===== config.mk =====
export PLATFORM = sky130hd
export DESIGN_NAME = reorder_buffer
export DESIGN_NICKNAME = d
export VERILOG_FILES = /design/src/rtl/reorder_buffer.sv
export SDC_FILE = /design/constraint.sdc
export NUM_CORES = 2
export LEC_CHECK = 0
export BUFFER_PORTS_ARGS = -buffer_cell sky130_fd_sc_hd__buf_4
export CAP_MARGIN = 15
export CORE_MARGIN = 3
export CORE_UTILIZATION = 30
export DETAILED_ROUTE_END_ITERATION = 6
export PLACE_DENSITY = 0.43
export SLEW_MARGIN = 20
export SYNTH_ARGS = -nofsm -noshare
export SYNTH_HDL_FRONTEND = slang
export SYNTH_SLANG_ARGS = --single-unit

===== constraint.sdc =====
create_clock -name in_clk -period 4.5 [get_ports in_clk]
set_input_delay 0.675 -clock in_clk [delete_from_list [all_inputs] [get_ports in_clk]]
set_output_delay 0.675 -clock in_clk [all_outputs]
set_load 0.1 [all_outputs]

===== src/rtl/reorder_buffer.sv =====
// In-order completion buffer: allocates tags at dispatch, captures writeback by tag, retires the
// head in program order. Optional same-cycle writeback-to-lookup bypass under ROB_WB_BYPASS_EN.
module reorder_buffer #(
    parameter int unsigned ROB_SIZE     = 18,
    parameter int unsigned ROB_IDX_SIZE = 5,
    parameter int unsigned REG_SIZE     = 64,
    parameter int unsigned GPR_IDX_SIZE = 5
) (
    input  logic                    in_clk,
    input  logic                    in_rst,
    input  logic                    in_flush,
    input  logic                    in_alloc_valid,
    input  logic [GPR_IDX_SIZE-1:0] in_alloc_gpr_idx,
    input  logic                    in_alloc_set_nzcv,
    output logic                    out_alloc_ready,
    output logic [ROB_IDX_SIZE-1:0] out_rob_next_free_index,
    input  logic                    in_wb_valid,
    input  logic [ROB_IDX_SIZE-1:0] in_wb_rob_index,
    input  logic [REG_SIZE-1:0]     in_wb_value,
    input  logic [3:0]              in_wb_nzcv,
    input  logic [ROB_IDX_SIZE-1:0] in_rd_rob_index,
    output logic                    out_rd_done,
    output logic [REG_SIZE-1:0]     out_rd_value,
    output logic                    out_commit_valid,
    output logic [ROB_IDX_SIZE-1:0] out_commit_rob_index,
    output logic [GPR_IDX_SIZE-1:0] out_commit_gpr_idx,
    output logic [REG_SIZE-1:0]     out_commit_value,
    output logic                    out_commit_has_nzcv,
    output logic [3:0]              out_commit_nzcv,
    output logic                    out_empty,
    output logic [ROB_IDX_SIZE:0]   out_count
);

    localparam logic [ROB_IDX_SIZE-1:0] LastIdx   = ROB_IDX_SIZE'(ROB_SIZE - 1);
    localparam logic [ROB_IDX_SIZE:0]   FullCount = (ROB_IDX_SIZE + 1)'(ROB_SIZE);

    logic [ROB_SIZE-1:0]     busy_q, busy_d, done_q, done_d, set_nzcv_q, set_nzcv_d;
    logic [GPR_IDX_SIZE-1:0] gpr_q   [ROB_SIZE];
    logic [GPR_IDX_SIZE-1:0] gpr_d   [ROB_SIZE];
    logic [REG_SIZE-1:0]     value_q [ROB_SIZE];
    logic [REG_SIZE-1:0]     value_d [ROB_SIZE];
    logic [3:0]              nzcv_q  [ROB_SIZE];
    logic [3:0]              nzcv_d  [ROB_SIZE];
    logic [ROB_IDX_SIZE-1:0] head_q, head_d, tail_q, tail_d;
    logic [ROB_IDX_SIZE:0]   count_q, count_d;

    logic alloc_fire, wb_in_range, wb_ok, rd_in_range;

    function automatic logic [ROB_IDX_SIZE-1:0] wrap_inc(input logic [ROB_IDX_SIZE-1:0] p);
        return (p == LastIdx) ? '0 : p + ROB_IDX_SIZE'(1);
    endfunction

    assign out_alloc_ready = (count_q != FullCount);
    assign alloc_fire      = in_alloc_valid && out_alloc_ready;
    assign wb_in_range     = (32'(in_wb_rob_index) < ROB_SIZE);
    assign wb_ok           = in_wb_valid && wb_in_range && busy_q[in_wb_rob_index]
                             && !done_q[in_wb_rob_index];
    assign rd_in_range     = (32'(in_rd_rob_index) < ROB_SIZE);

    assign out_rob_next_free_index = tail_q;
    assign out_empty               = (count_q == '0);
    assign out_count               = count_q;
    assign out_commit_valid        = busy_q[head_q] && done_q[head_q];
    assign out_commit_rob_index    = head_q;

    // Payload outputs are zeroed when nothing retires so the regfile never sees stale data.
    always_comb begin
        out_commit_gpr_idx  = '0;
        out_commit_value    = '0;
        out_commit_has_nzcv = 1'b0;
        out_commit_nzcv     = '0;
        if (out_commit_valid) begin
            out_commit_gpr_idx  = gpr_q[head_q];
            out_commit_value    = value_q[head_q];
            out_commit_has_nzcv = set_nzcv_q[head_q];
            out_commit_nzcv     = nzcv_q[head_q];
        end
    end

    always_comb begin
        out_rd_done  = 1'b0;
        out_rd_value = '0;
        if (rd_in_range && busy_q[in_rd_rob_index] && done_q[in_rd_rob_index]) begin
            out_rd_done  = 1'b1;
            out_rd_value = value_q[in_rd_rob_index];
        end
`ifdef ROB_WB_BYPASS_EN
        if (in_wb_valid && rd_in_range && (in_wb_rob_index == in_rd_rob_index)
            && busy_q[in_rd_rob_index]) begin
            out_rd_done  = 1'b1;
            out_rd_value = in_wb_value;
        end
`endif
    end

    always_comb begin
        busy_d     = busy_q;
        done_d     = done_q;
        set_nzcv_d = set_nzcv_q;
        gpr_d      = gpr_q;
        value_d    = value_q;
        nzcv_d     = nzcv_q;
        head_d     = head_q;
        tail_d     = tail_q;
        count_d    = count_q;
        if (in_flush) begin
            busy_d     = '0;
            done_d     = '0;
            set_nzcv_d = '0;
            gpr_d      = '{default: '0};
            value_d    = '{default: '0};
            nzcv_d     = '{default: '0};
            head_d     = '0;
            tail_d     = '0;
            count_d    = '0;
        end else begin
            if (alloc_fire) begin
                busy_d[tail_q]     = 1'b1;
                done_d[tail_q]     = 1'b0;
                gpr_d[tail_q]      = in_alloc_gpr_idx;
                set_nzcv_d[tail_q] = in_alloc_set_nzcv;
                tail_d             = wrap_inc(tail_q);
            end
            if (wb_ok) begin
                done_d[in_wb_rob_index]  = 1'b1;
                value_d[in_wb_rob_index] = in_wb_value;
                nzcv_d[in_wb_rob_index]  = in_wb_nzcv;
            end
            if (out_commit_valid) begin
                busy_d[head_q] = 1'b0;
                done_d[head_q] = 1'b0;
                head_d         = wrap_inc(head_q);
            end
            unique case ({alloc_fire, out_commit_valid})
                2'b10:   count_d = count_q + (ROB_IDX_SIZE + 1)'(1);
                2'b01:   count_d = count_q - (ROB_IDX_SIZE + 1)'(1);
                default: count_d = count_q;
            endcase
        end
    end

    always_ff @(posedge in_clk) begin
        if (in_rst) begin
            busy_q     <= '0;
            done_q     <= '0;
            set_nzcv_q <= '0;
            gpr_q      <= '{default: '0};
            value_q    <= '{default: '0};
            nzcv_q     <= '{default: '0};
            head_q     <= '0;
            tail_q     <= '0;
            count_q    <= '0;
        end else begin
            busy_q     <= busy_d;
            done_q     <= done_d;
            set_nzcv_q <= set_nzcv_d;
            gpr_q      <= gpr_d;
            value_q    <= value_d;
            nzcv_q     <= nzcv_d;
            head_q     <= head_d;
            tail_q     <= tail_d;
            count_q    <= count_d;
        end
    end

`ifndef SYNTHESIS
    // A writeback must target an allocated, not-yet-completed entry.
    always_ff @(posedge in_clk) begin
        if (!in_rst && !in_flush && in_wb_valid && wb_in_range) begin
            assert (busy_q[in_wb_rob_index] && !done_q[in_wb_rob_index])
            else $error("reorder_buffer: writeback to idle or completed tag %0d", in_wb_rob_index);
        end
    end
`endif

endmodule

==> flow_summary.yaml <==
min_path:
  hp-class: "in2reg"
  holdCritStartpoint: "in_wb_nzcv[2]"
placement:
  hpwl_um: 189000
  pre_cts_ws_ps: -83.2
  dp_cells: 10300
  port_buffers: 246
  globalplace.congestion: 0.820
  post_dp_cell_area_sq_um: 77500
logic_synthesis:
  synth.avg_cell_area_sq_um: 9.56
  yosysWarnings: 0
  synth_enable_flop_cells: 0
  yosys.cell_types.count: 63
  synth_cells: 7452
  ys_ff_latch: 1384
  synth-async-reset-ratio: 0
  synth_seq_area_share: 0.389
  synth_flop_cell: "dfxtp_1"
  synth.cell_area_sq_um: 71300
  syn_nets: 7552
route:
  antenna_left: 0
  totalWireLength_um: 316000
  wl_per_cell_um: 29.9
  vias_per_cell: 5.78
  dr.first_iter.drc_count: 6610
  vias: 61200
  drc_errors: 0
  drtPass1Iterations: 6
clock_network:
  cts_hold_buf: 0
  cts_htree_levels: 4
  cts_sinks: 1384
  clock_path_buffers: 3
  numCtsBuffers: 161
  clk_latency_ps: 840
  cts_tree: "yes"
  clk_pin_slew_ps: 60
  clockRootBuffer: "clkbuf_16"
timing:
  clock.fmax_mhz: 223
  finClkSkew_ps: 77.2
  rsz0062_at_grt: "no"
  post-route-period-util: 0.996
  hold_violations: 0
  min_period_ps: 4480
  max_slew_margin: 0.240
  setup_viol: 0
  timing.hold.ws_ps: 199
  setup_tns_ps: 0
  fin_ws_ps: 18.6
  slew_viol_final: 0
  worst_pin_slew_ps: 1140
grt:
  antenna_found_initial: 52
  grt_pass1_wl_um: 451000
  grt.total_usage: 0.252
  first_global_vias: 59500
  grt_overflow: 0
  grt_max_degree: 181
die:
  fp.dieH_um: 493
  num_rows: 178
  design.core.area_sq_um: 236000
  io_pins: 247
  dieArea_sq_um: 243000
  die_w_um: 493
  initial_core_util: 0.302
pwr:
  p_leak_nw: 25.8
  ir_worst_vdd_uv: 363
  p_total_mw: 27.3
  p_per_area_nw_per_um2: 328
layout:
  drive_gt1_frac: 0.234
  area_growth_pct: 16.9
  fillers: 23500
  fin_util: 0.353
  final_cells: 10600
  final_area_sq_um: 83300
  finalNetCount: 7389
worst_setup_path:
  path_buf_inv: 5
  r2r_start: "out_commit_rob_index[1]$_SDFFE_PP0P_"
  critPathRequiredTime_ps: 3830
  cp-start-kind: "primary input"
  critPathMaxStageDelay_ps: 490
  startpoint: "in_rd_rob_index[0]"
  cp_cell_sequence: "buf_8, buf_12, buf_4, mux4_2, mux4_2, a21oi_1, nor2_1, buf_4, buf_4"
  cp_top_family: "buffers and inverters"
  path_class: "in2out"
  path_max_fanout: 36
  cp.arrival_ps: 3810
  crit_path_end_kind: "output port"
  slowest_stage: "mux4_2"
  cp_common_cell: "buf_4"
status:
  outcome: "complete, no violations"
flow_run:
  cap_violations: 0
[cell type report]
cell class | instances | area [sq um] | area share
well taps | 3150 | 3940 | 0.0473
repair buffers | 563 | 5690 | 0.0683
clock buffers | 231 | 4710 | 0.0566
multi-input cells | 5156 | 40400 | 0.485
diodes | 16 | 40.0 | 0.000481
clock inverters | 64 | 714 | 0.00858
flip-flops and latches | 1384 | 27700 | 0.333
inverters | 23 | 101 | 0.00122
[report_power, final]
part	switching [mW]	internal, mW	leakage, nW
sequential	0.00753	12.3	11.1
combinational	1.08	0.345	12.0
clock	5.80	7.84	2.69
total	6.89	20.4	25.8
[path summary, 6_finish.rpt]
path,endpoint,slack [ps],cells past startpoint
hold / removal,nzcv_q[22]$_SDFFE_PP0P_,200,3
setup reg to reg,out_count[4]$_SDFFE_PP0P_,860,15
setup / recovery,out_rd_value[7],20,9
hold reg to reg,gpr_q[11]$_SDFFE_PP0P_,450,2
[flip-flops by register name (all words and copies together) (netlist names)]
register                 flops
set_nzcv_q                  18
value_q                   1152
busy_q                      18
nzcv_q                      72
done_q                      18
out_commit_rob_index         5
out_rob_next_free_index      5
gpr_q                       90
out_count                    6
[per-layer routing]
layer,vias to the layer above,track usage,part of all wire
li1,26700,-,-
met1,31500,0.344,0.43
met2,2471,0.389,0.45
met3,490,0.0695,0.089
met4,50,0.0712,0.028
met5,-,0,0.0010
[cell families (layout without fill, tap and decap cells)]
| group | Yosys count | count (layout) | synth area share |
|---|---|---|---|
| flops | 1384 | 1384 | 0.389 |
| other cells | 0 | 16 | 0 |
| mux | 1427 | 1427 | 0.313 |
| simple gates | 2053 | 2053 | 0.120 |
| compound gates | 1657 | 1657 | 0.124 |
| xor+xnor | 8 | 8 | 0.000983 |
| fa+ha+maj | 11 | 11 | 0.00193 |
| buf+inv | 912 | 881 | 0.0514 |
[worst register-to-register path: cells and delay by family, from the launching register on]
| kind | cells | cell delay [ps] |
|---|---|---|
| compound gates | 7 | 1170 |
| simple gates | 2 | 590 |
| mux | 1 | 480 |
| fa+ha+maj | 2 | 430 |
| flops | 1 | 430 |
| buf+inv | 2 | 280 |
| xor+xnor | 1 | 150 |
[cell usage in the layout, fill, tap and decap left out, types with 6 or more instances in the layout]
master | synthesis | final
mux2i_1 | 650 | 650
a31oi_1 | 83 | 83
clkbuf_8 | 0 | 42
buf_4 | 24 | 436
clkbuf_16 | 0 | 162
clkinv_2 | 0 | 35
diode_2 | 0 | 16
a311oi_1 | 7 | 6
nor2_1 | 878 | 805
buf_12 | 0 | 100
nor2b_1 | 12 | 10
nand4_1 | 8 | 8
a21boi_0 | 8 | 8
mux4_2 | 627 | 627
mux2_2 | 150 | 149
nand3_1 | 503 | 503
nand2_1 | 607 | 604
a211oi_1 | 11 | 7
bufinv_16 | 0 | 9
dfxtp_1 | 1384 | 1379
nor2_2 | 0 | 57
a21oi_1 | 855 | 850
inv_6 | 0 | 9
clkbuf_1 | 636 | 28
o22ai_1 | 74 | 73
buf_6 | 2 | 18
inv_1 | 21 | 20
o21ai_0 | 580 | 580
nor2_4 | 0 | 16
ha_1 | 11 | 11
[cells in the mapped netlist (all sizes together), types with 4 or more instances]
master	count	area, sq um
dfxtp	1384	27700
nor2	878	3300
a21oi	855	4280
mux2i	650	6510
clkbuf	636	2390
mux4	627	14100
nand2	607	2280
o21ai	581	2910
nand3	505	2540
buf	253	1190
mux2	150	1690
a31oi	83	519
o22ai	74	463
inv	22	82.6
a211oi	12	95.1
nor2b	12	75.1
ha	11	138
a21boi	8	60.1
nand4	8	50.1
a311oi	7	61.3
or2	6	37.5
a2111o	5	56.3
a2111oi	5	125
a22oi	5	37.5
a41oi	5	62.6
nand2b	5	31.3
nor3	5	25.0
nor3b	5	37.5
o21a	5	37.5
xor2	5	43.8
nor4	4	25.0
or3	4	25.0
[timing repair]
| action | CTS | global route |
|---|---|---|
| gates resized for setup | 38 | 4 |
| endpoints found under the setup margin | 67 | 16 |
| pin swaps | 5 | 0 |
| gates cloned | 1 | 1 |
| buffers inserted | 6 | 3 |
No activity file was read; power rests on OpenSTA's default activity.
